==> config.mk <==
export PLATFORM = sky130hd
export DESIGN_NAME = mac_lane_array
export DESIGN_NICKNAME = d
export VERILOG_FILES = /design/src/rtl/mac_pkg.sv /design/src/rtl/mac_lane_array_lane.sv /design/src/rtl/mac_lane_array.sv
export SDC_FILE = /design/constraint.sdc
export NUM_CORES = 2
export LEC_CHECK = 0
export ABC_AREA = 1
export ABC_CLOCK_PERIOD_IN_PS = 5400
export CORE_UTILIZATION = 50
export DETAILED_ROUTE_END_ITERATION = 8
export PLACE_DENSITY = 0.72
export SLEW_MARGIN = 20
export SYNTH_ARGS = -nofsm -noshare
export SYNTH_HDL_FRONTEND = slang
export SYNTH_SLANG_ARGS = --single-unit
==> constraint.sdc <==
create_clock -name clk -period 5.4 [get_ports clk]
set_input_delay 1.62 -clock clk [delete_from_list [all_inputs] [get_ports clk]]
set_output_delay 1.62 -clock clk [all_outputs]
set_load 0.005 [all_outputs]
==> src/rtl/mac_pkg.sv <==
// mac_pkg: shared definitions for the MAC lane array.
//   - DEF_DATA_W / DEF_ACC_W : default operand and accumulator widths
//   - lane_lo()              : bit offset of a lane inside a packed bus
//   - sat_hi() / sat_lo()    : saturation bounds for a given accumulator width
//                              and signedness, returned in a 64-bit container
//                              (callers keep the low ACC_W bits)
package mac_pkg;

  localparam int DEF_DATA_W = 8;
  localparam int DEF_ACC_W  = 16;
  localparam int SAT_BOUND_W = 64;

  function automatic int lane_lo(input int lane, input int width);
    return lane * width;
  endfunction

  // Largest representable value: all ones (unsigned) or 0111..1 (signed).
  function automatic logic [SAT_BOUND_W-1:0] sat_hi(input int acc_w, input bit is_signed);
    logic [SAT_BOUND_W-1:0] r;
    r = '0;
    for (int b = 0; b < SAT_BOUND_W; b++) begin
      if (b < acc_w - (is_signed ? 1 : 0)) r[b] = 1'b1;
    end
    return r;
  endfunction

  // Smallest representable value: zero (unsigned) or 1000..0 (signed).
  function automatic logic [SAT_BOUND_W-1:0] sat_lo(input int acc_w, input bit is_signed);
    logic [SAT_BOUND_W-1:0] r;
    r = '0;
    if (is_signed) r[acc_w-1] = 1'b1;
    return r;
  endfunction

endpackage

==> src/rtl/mac_lane_array_lane.sv <==
// mac_lane: one lane of the MAC array.
//   Stage 1 registers data*weight plus valid/last; stage 2 accumulates, or on
//   last dumps acc+product into a held output register and clears the acc.
// Ports:
//   clk, reset      : clock, synchronous active-high reset
//   adv             : global advance (in_ready); 0 freezes stage 1 and stage 2
//   data, weight    : lane operands
//   valid, last     : lane input valid / end-of-accumulation
//   out_ready       : consumer ready, pops the held result
//   out, out_valid  : held result and its valid
//   stall           : this lane cannot complete a dump this cycle
//   sat_flag        : sticky saturation flag (only when MAC_SAT_EN is defined)
// Optional feature macro: MAC_SAT_EN (saturating instead of wrapping arithmetic).
module mac_lane
  import mac_pkg::*;
#(
  parameter int DATA_W = DEF_DATA_W,
  parameter int ACC_W  = DEF_ACC_W,
  parameter int SIGNED = 0
) (
  input  logic              clk,
  input  logic              reset,
  input  logic              adv,
  input  logic [DATA_W-1:0] data,
  input  logic [DATA_W-1:0] weight,
  input  logic              valid,
  input  logic              last,
  input  logic              out_ready,
  output logic [ACC_W-1:0]  out,
  output logic              out_valid,
`ifdef MAC_SAT_EN
  output logic              sat_flag,
`endif
  output logic              stall
);

  localparam int PROD_W  = 2 * DATA_W;
  localparam int EXT_PAD = ACC_W + 1 - PROD_W;

`ifdef MAC_SAT_EN
  localparam logic [SAT_BOUND_W-1:0] SAT_HI_W = sat_hi(ACC_W, SIGNED != 0);
  localparam logic [SAT_BOUND_W-1:0] SAT_LO_W = sat_lo(ACC_W, SIGNED != 0);
  localparam logic [ACC_W-1:0]       SAT_HI   = SAT_HI_W[ACC_W-1:0];
  localparam logic [ACC_W-1:0]       SAT_LO   = SAT_LO_W[ACC_W-1:0];
`endif

  logic [PROD_W-1:0] a_x, b_x, prod_p0;
  logic [PROD_W-1:0] prod_p1_q, prod_p1_d;
  logic              vld_p1_q, vld_p1_d;
  logic              last_p1_q, last_p1_d;
  logic [ACC_W-1:0]  acc_p2_q, acc_p2_d;
  logic [ACC_W-1:0]  out_p2_q, out_p2_d;
  logic              out_vld_p2_q, out_vld_p2_d;
  logic [ACC_W:0]    prod_x, acc_x, sum_x;
  logic [ACC_W-1:0]  sum;
  logic              accumulate, dump, pop;
`ifdef MAC_SAT_EN
  logic              ovf;
  logic              acc_sat_q, acc_sat_d;
  logic              sat_flag_q, sat_flag_d;
`endif

  always_comb begin
    // Operands are widened to the product width first so a plain same-width
    // multiply yields the correct two's-complement product when SIGNED=1.
    a_x     = (SIGNED != 0) ? {{DATA_W{data[DATA_W-1]}}, data}
                            : {{DATA_W{1'b0}}, data};
    b_x     = (SIGNED != 0) ? {{DATA_W{weight[DATA_W-1]}}, weight}
                            : {{DATA_W{1'b0}}, weight};
    prod_p0 = a_x * b_x;

    // Sum is formed one bit wider than the accumulator so overflow is visible.
    prod_x = {{EXT_PAD{(SIGNED != 0) & prod_p1_q[PROD_W-1]}}, prod_p1_q};
    acc_x  = {(SIGNED != 0) & acc_p2_q[ACC_W-1], acc_p2_q};
    sum_x  = acc_x + prod_x;

`ifdef MAC_SAT_EN
    ovf = (SIGNED != 0) ? (sum_x[ACC_W] ^ sum_x[ACC_W-1]) : sum_x[ACC_W];
    if (ovf) begin
      // Signed: the true sign is the extra top bit.
      sum = ((SIGNED != 0) && sum_x[ACC_W]) ? SAT_LO : SAT_HI;
    end else begin
      sum = sum_x[ACC_W-1:0];
    end
`else
    sum = sum_x[ACC_W-1:0];
`endif

    accumulate = adv & vld_p1_q & ~last_p1_q;
    dump       = adv & vld_p1_q & last_p1_q;
    pop        = out_ready & out_vld_p2_q;

    // ---- stage 1: product register ----
    prod_p1_d = adv ? prod_p0 : prod_p1_q;
    vld_p1_d  = adv ? valid   : vld_p1_q;
    last_p1_d = adv ? last    : last_p1_q;

    // ---- stage 2: accumulator and held output ----
    acc_p2_d = acc_p2_q;
    if (dump)            acc_p2_d = '0;
    else if (accumulate) acc_p2_d = sum;

    out_p2_d     = dump ? sum : out_p2_q;
    // A dump on the pop edge reloads the output without a bubble.
    out_vld_p2_d = dump | (out_vld_p2_q & ~pop);

`ifdef MAC_SAT_EN
    acc_sat_d = acc_sat_q;
    if (dump)            acc_sat_d = 1'b0;
    else if (accumulate) acc_sat_d = acc_sat_q | ovf;
    sat_flag_d = (pop ? 1'b0 : sat_flag_q) | (dump & (acc_sat_q | ovf));
`endif
  end

  always_ff @(posedge clk) begin
    if (reset) begin
      prod_p1_q    <= '0;
      vld_p1_q     <= 1'b0;
      last_p1_q    <= 1'b0;
      acc_p2_q     <= '0;
      out_p2_q     <= '0;
      out_vld_p2_q <= 1'b0;
`ifdef MAC_SAT_EN
      acc_sat_q    <= 1'b0;
      sat_flag_q   <= 1'b0;
`endif
    end else begin
      prod_p1_q    <= prod_p1_d;
      vld_p1_q     <= vld_p1_d;
      last_p1_q    <= last_p1_d;
      acc_p2_q     <= acc_p2_d;
      out_p2_q     <= out_p2_d;
      out_vld_p2_q <= out_vld_p2_d;
`ifdef MAC_SAT_EN
      acc_sat_q    <= acc_sat_d;
      sat_flag_q   <= sat_flag_d;
`endif
    end
  end

  // A pending dump with an unpopped result blocks the whole array.
  assign stall     = vld_p1_q & last_p1_q & out_vld_p2_q & ~out_ready;
  assign out       = out_p2_q;
  assign out_valid = out_vld_p2_q;
`ifdef MAC_SAT_EN
  assign sat_flag  = sat_flag_q;
`endif

endmodule

==> src/rtl/mac_lane_array.sv <==
// mac_lane_array: NUM_MACS independent multiply-accumulate lanes with a
// shared ready/valid backpressure path.
// Ports:
//   clk, reset         : clock, synchronous active-high reset
//   datas, weights     : lane i operand at [i*DATA_W +: DATA_W]
//   valids, lasts      : per-lane valid / end-of-accumulation
//   in_ready           : inputs are accepted on an edge only when 1
//   outs               : lane i result at [i*ACC_W +: ACC_W]
//   outValids          : per-lane result held and valid
//   out_ready          : pops every lane with outValids=1
//   sat_flags          : per-lane sticky saturation flags (MAC_SAT_EN only)
// Optional feature macro: MAC_SAT_EN.
module mac_lane_array
  import mac_pkg::*;
#(
  parameter int NUM_MACS = 8,
  parameter int DATA_W   = DEF_DATA_W,
  parameter int ACC_W    = DEF_ACC_W,
  parameter int SIGNED   = 0
) (
  input  logic                       clk,
  input  logic                       reset,
  input  logic [NUM_MACS*DATA_W-1:0] datas,
  input  logic [NUM_MACS*DATA_W-1:0] weights,
  input  logic [NUM_MACS-1:0]        valids,
  input  logic [NUM_MACS-1:0]        lasts,
  output logic                       in_ready,
  output logic [NUM_MACS*ACC_W-1:0]  outs,
  output logic [NUM_MACS-1:0]        outValids,
`ifdef MAC_SAT_EN
  output logic [NUM_MACS-1:0]        sat_flags,
`endif
  input  logic                       out_ready
);

  logic [NUM_MACS-1:0] stall_vec;

  assign in_ready = ~(|stall_vec);

  for (genvar i = 0; i < NUM_MACS; i++) begin : g_lane
    mac_lane #(
      .DATA_W (DATA_W),
      .ACC_W  (ACC_W),
      .SIGNED (SIGNED)
    ) u_lane (
      .clk       (clk),
      .reset     (reset),
      .adv       (in_ready),
      .data      (datas[lane_lo(i, DATA_W) +: DATA_W]),
      .weight    (weights[lane_lo(i, DATA_W) +: DATA_W]),
      .valid     (valids[i]),
      .last      (lasts[i]),
      .out_ready (out_ready),
      .out       (outs[lane_lo(i, ACC_W) +: ACC_W]),
      .out_valid (outValids[i]),
`ifdef MAC_SAT_EN
      .sat_flag  (sat_flags[i]),
`endif
      .stall     (stall_vec[i])
    );
  end

endmodule

* Word-level counts from Yosys, hierarchy flattened
Cells that the tools add are included.
Storage, ports and cells: register bits after elaboration 408, output and inout port bits 137, word-level logic and storage cells 163
Cells by class: $add $sub $neg 8, $mul 8, bitwise gates (word level) 90, reductions and logical operators 9
Operators by type and width (number):
- $add 16x16->16 | 8
- $mul 8x8->16 | 8
- $and 1x1->1 | 64
- $not 1->1 | 18
- $reduce_or 2->1 | 8
- $or 1x1->1 | 8
- $reduce_or 8->1 | 1

* Longest topological paths before layout
depth after elaboration 8, mapped depth 22, mapped depth without buffers 21

* Cells and area by module
From an unflattened synthesis, not the netlist that was laid out.
Second synthesis, totals: cell total of the unflattened synthesis 6351, area total of the unflattened synthesis 41468.5 um^2
By module, submodules not included:
- mac_lane (g_lane[0].u_lane ...) | times used 3, cells each 794, area an instance 5168.7 um^2, sequential area each 1021.0 um^2
- mac_lane (g_lane[5].u_lane ...) | times used 2, cells each 792, area an instance 5182.5 um^2, sequential area each 1021.0 um^2
- mac_lane (g_lane[3].u_lane) | times used 1, cells each 792, area an instance 5201.2 um^2, sequential area each 1021.0 um^2
- mac_lane (g_lane[4].u_lane) | times used 1, cells each 790, area an instance 5190.0 um^2, sequential area each 1021.0 um^2
- mac_lane (g_lane[7].u_lane) | times used 1, cells each 796, area an instance 5180.0 um^2, sequential area each 1021.0 um^2
- mac_lane_array | times used 1, cells each 7, area an instance 26.3 um^2, sequential area each 0.0 um^2

* Worst setup path before layout
OpenSTA, ideal clock, no wires.
kind input -> register, start input port weights[10], end register g_lane[1].u_lane.prod_p1_q[13], data arrival time 5.035 ns, required time 5.291 ns, slack 0.256 ns, stages 17, path buffers 1, cells stage by stage clkbuf_1 -> nand2_1 -> fa_1 -> fa_1 -> inv_1 -> fa_1 -> inv_1 -> fa_1 -> inv_1 -> ha_1 -> nand2_1 -> o21ai_0 -> nand2_1 -> nand4_1 -> nand3_1 -> nand2_1 -> inv_1
On the way: cells in the longest elaborated chain, start to end 1
RTL lines:
- from (decl) | RTL line mac_lane_array.sv:24 | input logic [NUM_MACS*DATA_W-1:0] weights,
- $mul 8x8->16 | RTL line mac_lane_array_lane.sv:70 | prod_p0 = a_x * b_x;
- to (signal assigned) | RTL line mac_lane_array_lane.sv:128 | prod_p1_q <= prod_p1_d;
- to (decl) | RTL line mac_lane_array_lane.sv:48 | logic [PROD_W-1:0] prod_p1_q, prod_p1_d;
Every way passes these cells. A chain may end at the register's enable or synchronous reset.

* Worst setup path in the final report
start input port weights[18], end register g_lane[2].u_lane.prod_p1_q[14]
On the way: cells in the longest elaborated chain, start to end 1
RTL lines (RTL line):
- $mul 8x8->16 | mac_lane_array_lane.sv:70
- to (signal assigned) | mac_lane_array_lane.sv:128
- to (decl) | mac_lane_array_lane.sv:48
Every way passes these cells.

==> results.cfg <==
[worst_setup_path]
path_max_fanout = 6
arrival_ns = 5.68
endpoint_kind = flop
reg2reg_slack_ns = 2.61
rr_worst_depth = 11
crit_path_start_kind = primary input
reg2reg_to = g_lane[2].u_lane.acc_p2_q[4]
r2r_start = g_lane[6].u_lane.vld_p1_q
cp.required_ns = 5.90
crit_start = weights[18]
worst-setup-path-type = primary input to flop

[power_and_ir_drop]
swShare_pct = 41.8
vdd_drop_max_mv = 0.210
seqPwrFrac_pct = 23.4
power_switching_w = 0.00667
power.leakage_nw = 28.6
p_int_w = 0.00929
power_density_nw_per_um2 = 335
comb_power_share_pct = 54.2
p_total_w = 0.0160
clock_power_share_pct = 22.3

[clock_tree]
cts_buffers = 50
clkTransAtPathRegs_ns = 0.06
cts_root_buffer = clkbuf_16
htreeDepth = 2
cts_sinks = 408
clock_path_buffers = 3
clk_latency_ns = 0.60
cts_tree = built

[global_route]
grt_pass1_wl_um = 176000
grt_max_degree = 202
grt_usage_pct = 26.0
grt-ovfl-total = 0
first_global_vias = 36800
grt_antenna_before_repair = 1

[drt]
ant_nets = 0
wl_per_cell_um = 13.7
drc = 0
drtIter0Drc = 2103
first_pass_iters = 6
finalWirelength_um = 105000
viasPerCell = 4.86
num_vias = 37300

[flow_run]
cap_viol_max_count = 0

[logic_synthesis]
syn_area_um2 = 40400
syn_nets = 7011
ys.warnings.count = 0
synthAdderAreaFrac_pct = 27.3
synth-edff-count = 0
synth_seq_area_share_pct = 20.2
synth_top_family_by_area = simple AND/OR/NAND/NOR gates
synth-xor-area-share_pct = 2.56
synthCells = 6160
yosys_most_used_dff = dfxtp_1
synth-seq-cells = 408
synth_cell_types = 35
muxShareOfSynthArea_pct = 0
synth_compound_area_share_pct = 6.20
syn_area_per_cell_um2 = 6.56
ys_async_sr_fraction_pct = 0
synthSimpleGateAreaFrac_pct = 28.3

[sta]
tightest_slew_ns = 0.958
fin_crit_sh_pct = 95.9
whs_ns = 0.445
rsz0062_at_grt = no
finalSetupViolCount = 0
clock-skew-final_ns = 0.0256
finalSetupTns_ns = 0
relSlewSlack_pct = 36.1
hold_violations = 0
finalMaxSlewViolations = 0
fmax_mhz = 193
min_period_ns = 5.18
layout_setup_ws_ns = 0.221

[finish]
fin_nets = 7435
drive_gt1_share_pct = 6.66
area_growth_pct = 18.0
nFillCells = 7516
post-route-util_pct = 59.9

[floorplan]
die_x_um = 286
core-area_um2 = 79500
rows = 103
die_area_um2 = 81900
die_h_um = 286
floorplan.initialDensity_pct = 50.8
pin_count = 284

[placement]
place.gp.congestion = 0.916
port_buffers = 283
place_ws_ns = -0.443
post-dp-hpwl_um = 84300

[worst_hold_path]
hp-class = flop to flop
min_to = g_lane[4].u_lane.out[4]
min_path_cells = 2
worstHoldStart = g_lane[4].u_lane.out[4]

[outcome]
status = finished clean
cell usage after synthesis (10+ instances only):
cell         n  area [µm²]
a21oi_1    281        1410
buf_2       59         295
buf_4       10        75.1
clkbuf_1   149         559
dfxtp_1    408        8170
fa_1       296        5930
ha_1       408        5100
inv_1     1374        5160
nand2_1   1973        7410
nand3_1    245        1230
nand3b_1    11        82.6
nand4_1     58         363
nor2_1     484        1820
nor2_4      11         124
nor3_1      17        85.1
o21ai_0    192         961
xnor2_1     45         394
xor2_1      73         639
worst max path at each step:
stage	endpoint	slack [ns]	cells past startpoint
2_1_floorplan	g_lane[1].u_lane.prod_p1_q[13]	0.26	17
3_3_place_gp	g_lane[1].u_lane.prod_p1_q[13]	-0.35	17
3_5_place_dp	g_lane[6].u_lane.prod_p1_q[15]	-0.44	17
4_1_cts	g_lane[6].u_lane.prod_p1_q[15]	0.18	17
5_1_grt	g_lane[7].u_lane.prod_p1_q[13]	0.004	17
6_report	g_lane[2].u_lane.prod_p1_q[14]	0.22	18
stage by stage:
| stage | cells | instance area (µm²) |
|---|---|---|
| finish | 7672 | 47700 |
| global route | 7671 | 47700 |
| CTS | 7670 | 47600 |
| detailed placement | 7582 | 45900 |
| global placement | 7582 | 45900 |
| floorplan | 6160 | 40400 |
critical path, cell delays in order:
cell,delay (ns)
clkdlybuf4s50_1,0.59
buf_4,0.17
nand2_1,0.08
fa_1,0.45
inv_1,0.09
fa_1,0.41
ha_1,0.29
inv_1,0.05
fa_1,0.47
inv_1,0.04
ha_1,0.33
nand2_1,0.09
o21ai_0,0.46
nand3_1,0.18
nand4_1,0.11
nand3_1,0.10
nand2_1,0.10
inv_1,0.04
layer usage:
layer / vias up / global-route usage [%] / wire length [µm]
met5: - / 0 / 0
li1: 19200 / - / -
met2: 760 / 45.1 / 49600
met3: 175 / 3.51 / 5290
met1: 17200 / 33.2 / 47100
met4: 0 / 8.24 / 3240
state kept, by name (all words and copies together), names as in the netlist:
register,flops
g_lane.u_lane.acc_p2_q,128
g_lane.u_lane.last_p1_q,8
g_lane.u_lane.out,128
g_lane.u_lane.out_valid,8
g_lane.u_lane.prod_p1_q,128
g_lane.u_lane.vld_p1_q,8
cell usage in the layout (no fill, tap or decap), drive strengths merged, types with 3 or more instances in the layout:
master         netlist  layout
inv               1379    1382
dfxtp              408     408
nor2               496     496
dlymetal6s2s         0       3
xor2                73      73
nand4               63      63
a21o                 8       8
clkinv               1       9
bufinv               0       6
xnor2               45      45
nand2             1978    1978
buf                 81     320
o21bai               8       8
nand3              251     251
nor3                17      17
fa                 296     296
and2                 9       9
o21ai              194     194
nand3b              11      11
clkdlybuf4s50        0     279
or2                  3       3
clkbuf             149      69
a21oi              281     281
ha                 408     408
power groups by stage:
stage / logic, W / clock network [W] / registers, W
after detailed placement: 0.00858 / 0 / 0.00380
after global routing: 0.00993 / 0.00375 / 0.00378
final: 0.00866 / 0.00356 / 0.00374
after global placement: 0.00844 / 0 / 0.00379
after CTS: 0.00867 / 0.00363 / 0.00374
after floorplan: 0.00593 / 0 / 0.00367
timing repair:
item / CTS / global route
endpoints found under the setup margin: 0 / 12
gates resized for setup: 0 / 11
endpoints found under the hold margin: 0 / 0
setup buffers: 0 / 0
hold buffers: 0 / 0
logic make-up (layout without fill, tap and decap cells):
logic type | Yosys count | count (layout)
and+or+nand+nor | 2828 | 2828
buffers and inverters | 1610 | 2070
adders and majority gates | 704 | 704
AOI/OAI and AO/OA | 492 | 492
DFF | 408 | 408
xor gates and xnor gates | 118 | 118
other | 0 | 2
final cells by class:
| type | instances | area [µm²] | area share, % |
|---|---|---|---|
| Antenna cell | 2 | 5.00 | 0.0105 |
| Clock buffer | 69 | 1460 | 3.07 |
| Clock inverter | 19 | 269 | 0.564 |
| Inverter | 1380 | 5190 | 10.9 |
| Multi-Input combinational cell | 4142 | 26000 | 54.5 |
| Sequential cell | 408 | 8170 | 17.1 |
| Tap cell | 1050 | 1310 | 2.76 |
| Timing Repair Buffer | 602 | 5260 | 11.0 |
(Power assumes the default switching activity.)
